==> src/rtl/crc8_pkg.sv <==
// crc8_pkg: frame geometry, receiver states and the MSB-first CRC-8 step
package crc8_pkg;
    localparam int FRAME_LEN   = 11;
    localparam int CRC_IDX     = 8;
    localparam int PAYLOAD_LEN = 8;
    typedef enum logic [1:0] {IDLE, PAYLOAD, CHECK, TRAILER} state_t;
    function automatic logic [7:0] crc8_next(input logic [7:0] crc, input logic [7:0] data, input logic [7:0] poly);
        logic [7:0] c;
        c = crc ^ data;
        for (int i = 0; i < 8; i++) c = c[7] ? {c[6:0], 1'b0} ^ poly : {c[6:0], 1'b0};
        return c;
    endfunction
endpackage

==> src/rtl/crc8_frame_rx.sv <==
// crc8_frame_rx: checks CRC-8 of 11-byte frames, publishes good payload/trailer, counts good/bad frames
module crc8_frame_rx
    import crc8_pkg::*;
#(
    parameter logic [7:0] POLYNOMIAL = 8'h07,
    parameter logic [7:0] INITIAL    = 8'hFF
) (
    input  logic        clk,
    input  logic        reset,
    input  logic [7:0]  data_i,
    input  logic        valid_i,
    input  logic        sof_i,
    output logic [63:0] payload_o,
    output logic [15:0] trailer_o,
    output logic        frame_ok_o,
    output logic        crc_err_o,
    output logic        sync_err_o,
    output logic [3:0]  byte_counter,
    output logic [15:0] good_cnt_o,
    output logic [15:0] bad_cnt_o
);
    state_t      state_q, state_d;
    logic [3:0]  cnt_q, cnt_d;
    logic [7:0]  crc_q, crc_d;
    logic [63:0] sh_pay_q, sh_pay_d, pay_q, pay_d;
    logic [15:0] sh_tr_q, sh_tr_d, tr_q, tr_d;
    logic [15:0] good_q, good_d, bad_q, bad_d;
    logic        ok_q, ok_d, crc_err_q, crc_err_d, sync_q, sync_d;

    always_ff @(posedge clk) begin
        if (!reset) begin
            state_q   <= IDLE;
            cnt_q     <= '0;
            crc_q     <= '0;
            sh_pay_q  <= '0;
            sh_tr_q   <= '0;
            pay_q     <= '0;
            tr_q      <= '0;
            good_q    <= '0;
            bad_q     <= '0;
            ok_q      <= 1'b0;
            crc_err_q <= 1'b0;
            sync_q    <= 1'b0;
        end else begin
            state_q   <= state_d;
            cnt_q     <= cnt_d;
            crc_q     <= crc_d;
            sh_pay_q  <= sh_pay_d;
            sh_tr_q   <= sh_tr_d;
            pay_q     <= pay_d;
            tr_q      <= tr_d;
            good_q    <= good_d;
            bad_q     <= bad_d;
            ok_q      <= ok_d;
            crc_err_q <= crc_err_d;
            sync_q    <= sync_d;
        end
    end

    always_comb begin
        state_d   = state_q;
        cnt_d     = cnt_q;
        crc_d     = crc_q;
        sh_pay_d  = sh_pay_q;
        sh_tr_d   = sh_tr_q;
        pay_d     = pay_q;
        tr_d      = tr_q;
        good_d    = good_q;
        bad_d     = bad_q;
        ok_d      = 1'b0;
        crc_err_d = 1'b0;
        sync_d    = 1'b0;
        // sof always restarts a frame; outside IDLE it also aborts the current one
        if (valid_i && sof_i) begin
            sync_d            = state_q != IDLE;
            bad_d             = (sync_d && !(&bad_q)) ? bad_q + 16'd1 : bad_q;
            crc_d             = crc8_next(INITIAL, data_i, POLYNOMIAL);
            sh_pay_d[63:56]   = data_i;
            cnt_d             = 4'd1;
            state_d           = PAYLOAD;
        end else if (valid_i) begin
            case (state_q)
                PAYLOAD: begin
                    crc_d = crc8_next(crc_q, data_i, POLYNOMIAL);
                    sh_pay_d[8 * (PAYLOAD_LEN - 1 - int'(cnt_q)) +: 8] = data_i;
                    cnt_d   = cnt_q + 4'd1;
                    state_d = cnt_q == 4'(PAYLOAD_LEN - 1) ? CHECK : PAYLOAD;
                end
                CHECK: begin
                    crc_err_d = data_i != crc_q;
                    bad_d     = (crc_err_d && !(&bad_q)) ? bad_q + 16'd1 : bad_q;
                    cnt_d     = crc_err_d ? 4'd0 : 4'(CRC_IDX + 1);
                    state_d   = crc_err_d ? IDLE : TRAILER;
                end
                TRAILER: begin
                    if (cnt_q == 4'(FRAME_LEN - 1)) begin
                        pay_d   = sh_pay_q;
                        tr_d    = {sh_tr_q[15:8], data_i};
                        sh_tr_d = {sh_tr_q[15:8], data_i};
                        ok_d    = 1'b1;
                        good_d  = &good_q ? good_q : good_q + 16'd1;
                        cnt_d   = 4'd0;
                        state_d = IDLE;
                    end else begin
                        sh_tr_d[15:8] = data_i;
                        cnt_d         = cnt_q + 4'd1;
                    end
                end
                default: ;
            endcase
        end
    end

    assign payload_o    = pay_q;
    assign trailer_o    = tr_q;
    assign frame_ok_o   = ok_q;
    assign crc_err_o    = crc_err_q;
    assign sync_err_o   = sync_q;
    assign byte_counter = cnt_q;
    assign good_cnt_o   = good_q;
    assign bad_cnt_o    = bad_q;
endmodule

==> config.mk <==
export PLATFORM = sky130hd
export DESIGN_NAME = crc8_frame_rx
export DESIGN_NICKNAME = d
export VERILOG_FILES = /design/src/rtl/crc8_pkg.sv /design/src/rtl/crc8_frame_rx.sv
export SDC_FILE = /design/constraint.sdc
export NUM_CORES = 1
export LEC_CHECK = 0
export CORE_AREA = 2 2 129 131
export DETAILED_ROUTE_END_ITERATION = 10
export DIE_AREA = 0 0 131 133
export PLACE_DENSITY = 0.86
export SETUP_SLACK_MARGIN = 0.1
export SYNTH_ARGS = -nofsm -noshare
export SYNTH_HDL_FRONTEND = slang
export SYNTH_SLANG_ARGS = --single-unit
==> constraint.sdc <==
create_clock -name clk -period 3.6 [get_ports clk]
set_input_delay 0.72 -clock clk [delete_from_list [all_inputs] [get_ports clk]]
set_output_delay 0.72 -clock clk [all_outputs]
set_load 0.05 [all_outputs]
==> flow_metrics.env <==
export IMPL_slowest_delay_ns=0.68
export IMPL_pwr_density_cell_nw_per_um2=425.0
export IMPL_finalHoldViolations=0
export IMPL_drive_gt1_share_pct=5.979
export IMPL_start_util_pct=52.90
export IMPL_syn_num_nets=1070
export IMPL_nNetsFinal=1168
export IMPL_hold_buffers=0
export IMPL_final_seq_area_um2=4024
export IMPL_synth_edf_count=0
export IMPL_dpl_cell_count=1342
export IMPL_rows=47
export IMPL_min_path_type="reg2reg"
export IMPL_cp_cell_sequence="ha_1 -> nand3b_1 -> inv_1 -> ha_1 -> nor4b_2 -> a22oi_1 -> buf_4 -> nor4_2 -> nand3_1 -> a21oi_1"
export IMPL_pin_count=131
export IMPL_die_h_um=133
export IMPL_cts_max_level=1
export IMPL_p_switching_mw=1.071
export IMPL_maxSlewViolCount=0
export IMPL_async_flop_share_pct=0
export IMPL_clock_power_share_pct=41.9
export IMPL_antenna_found_initial=0
export IMPL_netlist_area_um2=8554
export IMPL_r2r_start="byte_counter[1]$_SDFFE_PP0P_"
export IMPL_cp_max_fo=16
export IMPL_final_cell_mix="nand2_1 (238), dfxtp_1 (201), a21oi_1 (148), clkdlybuf4s50_1 (130), nand3_1 (76)"
export IMPL_startpoint_type="flip-flop"
export IMPL_dpl_hpwl_um=14560
export IMPL_clockBufferDepth=3
export IMPL_internal_power_mw=3.442
export IMPL_yosysSeqAreaShare_pct=47.04
export IMPL_power_leakage_nw=3.470
export IMPL_dieArea_um2=17420
export IMPL_finalNonFillerCells=1374
export IMPL_crit_family="simple AND/OR/NAND/NOR gates"
export IMPL_nFillCells=1320
export IMPL_syn_avg_cell_area_um2=8.178
export IMPL_vias_per_cell=5.719
export IMPL_worstMarginPinSlew_ns=0.8389
export IMPL_core_area_um2=16170
export IMPL_drt_iter0_drc=712
export IMPL_final_common_cell="nand2_1"
export IMPL_gr_total_overflow=0
export IMPL_yosys_area_top_type_share_pct=47.04
export IMPL_vdd_ir_drop_max_mv=0.2988
export IMPL_portBuffers=130
export IMPL_ys_flop_type="dfxtp_1"
export IMPL_antenna_left=0
export IMPL_insertedDiodeCount=0
export IMPL_cp_required_ns=4.03
export IMPL_critPathBufInv=2
export IMPL_cts_sinks=201
export IMPL_endpoint_kind="flip-flop"
export IMPL_yosysTopAreaCell="dfxtp_1"
export IMPL_clock_root_buffer="clkbuf_16"
export IMPL_die_width_um=131
export IMPL_numCtsBuffers=20
export IMPL_wl_per_cell_um=16.17
export IMPL_ys_warn_count=0
export IMPL_min_period_ns=3.144
export IMPL_max_freq_mhz=318.1
export IMPL_p_sw_share_pct=23.74
export IMPL_finalSetupViolations=0
export IMPL_drcViolationCount=0
export IMPL_drv_cap=0
export IMPL_track_usage_pct=25.19
export IMPL_synth_area_leaders="dfxtp_1 (47%), nand2_1 (10%), a21oi_1 (8.7%)"
export IMPL_tritoncts="yes"
export IMPL_area_growth_pct=24.16
export IMPL_min_from="sh_tr_q[8]$_SDFFE_PN0P_"
export IMPL_rsz0062_at_grt="no"
export IMPL_gp_congestion=0.9299
export IMPL_crit_start="byte_counter[1]$_SDFFE_PP0P_"
export IMPL_period_share_pct=87.32
export IMPL_drt_wl_total_um=22220
export IMPL_sequentialPowerShare_pct=50.2
export IMPL_r2r_slack_ns=0.46
export IMPL_grt_max_degree=81
export IMPL_synth_cell_types=61
export IMPL_fin_skew_ns=0.01411
export IMPL_tns_ns=0
export IMPL_vias=7858
export IMPL_synth_ff_latch_count=201
export IMPL_cp_arrival_ns=3.57
export IMPL_grt_pass1_vias=7183
export IMPL_dr_pass1_iters=5
export IMPL_slew_limit_headroom_pct=44.07
export IMPL_grt_pass1_wl_um=35830
export IMPL_status="completed"
export IMPL_power_frac_comb_pct=7.9
export IMPL_multiInputGateArea_um2=4183
export IMPL_netlist_instances=1046
export IMPL_cpMostUsedCell="ha_1"
export IMPL_clk_insertion_delay_late_ns=0.49
export IMPL_crit_type="reg2reg"
export IMPL_cts_clk_slew_worst_paths_ns=0.06
export IMPL_slowest_stage="nor4_2"
[registers in the layout, indices dropped and copies added, names as in the netlist]
register	flops
bad_cnt_o	16
byte_counter	4
crc_err_o	1
crc_q	8
frame_ok_o	1
good_cnt_o	16
payload_o	64
sh_pay_q	64
sh_tr_q	8
state_q	2
sync_err_o	1
trailer_o	16
[layer usage]
layer	part of all wire [%]	global-route usage [%]	vias to the layer above
met4	3.0	8.924	0
met3	7.2	4.529	59
li1	-	-	3797
met2	49	41.11	275
met1	41	33.38	3727
met5	0	0	-
[Yosys cell counts, types with 2 or more instances]
cell,instances
nor2_1,32
ha_1,12
and2_1,5
dfxtp_1,201
or3_1,11
nand2b_1,13
and4_1,4
clkbuf_1,61
o211ai_1,2
a22o_1,4
nor4b_2,4
or4_1,14
inv_1,10
nand3b_1,4
nand3_1,76
buf_2,10
and3_1,9
a2111oi_0,3
o21bai_1,4
nand4_1,9
a211oi_1,3
mux2i_1,13
xor2_1,12
o31ai_1,11
buf_1,8
nor2b_1,2
a21oi_1,148
nor4_1,2
nor4_2,2
a311oi_1,2
a22oi_1,2
a31oi_1,2
nand2_1,238
o21a_1,3
nor3_1,14
xnor2_1,31
o21ai_0,33
or3b_1,6
nor3b_1,4
[area by class of cell]
type | instances | area share, %
Clock buffer | 28 | 5.195
Clock inverter | 4 | 0.2120
Inverter | 11 | 0.4123
Multi-Input combinational cell | 754 | 39.38
Sequential cell | 201 | 37.88
Tap cell | 220 | 2.592
Timing Repair Buffer | 156 | 14.32
[path summary, 6_finish.rpt]
check / to / depth (start not counted)
max reg2reg: sh_pay_q[2]$_SDFFE_PN0P_ / 10
max: sh_pay_q[2]$_SDFFE_PN0P_ / 10
min reg2reg: trailer_o[8]$_SDFFE_PN0P_ / 2
min: trailer_o[8]$_SDFFE_PN0P_ / 2
[kinds of logic after synthesis]
logic type      Yosys count  synth area share [%]
mux                      14                 1.784
flops                   201                 47.04
fa+ha+maj                12                 1.755
simple gates            458                 25.86
buf+inv                  91                 4.183
xor+xnor                 43                 4.403
compound gates          227                 14.98
[worst reg2reg max path: stages (launching register included)]
cell,delay [ns]
dfxtp_1,0.44
ha_1,0.20
nand3b_1,0.11
inv_1,0.11
ha_1,0.40
nor4b_2,0.34
a22oi_1,0.21
buf_4,0.23
nor4_2,0.68
nand3_1,0.18
a21oi_1,0.18
[power by group through the flow]
stage	Combinational, mW	Clock, mW	Sequential [mW]
after floorplan	0.244	0	2.32
after global placement	0.341	0	2.31
after detailed placement	0.350	0	2.31
after CTS	0.352	1.91	2.26
after global routing	0.389	2.01	2.26
final	0.358	1.89	2.26
[metrics by stage]
step / setup slack (ns) / util, % / cell area, µm² / hold slack (ns) / total power, mW
floorplan: 0.5298 / - / 8554 / 0.4298 / 2.560
global placement: 0.4852 / 62.10 / 10040 / 0.4390 / 2.652
detailed placement: 0.3768 / 62.10 / 10040 / 0.4438 / 2.663
CTS: 0.3902 / 65.66 / 10620 / 0.4534 / 4.523
global route: 0.1127 / 65.68 / 10620 / 0.4689 / 4.662
finish: 0.4565 / 65.68 / 10620 / 0.4507 / 4.514
[what timing repair did]
item | CTS | global route
setup endpoints to repair | 0 | 2
gates resized for setup | 0 | 1
buffers inserted | 0 | 0
No activity file was read; power rests on OpenSTA's default activity.
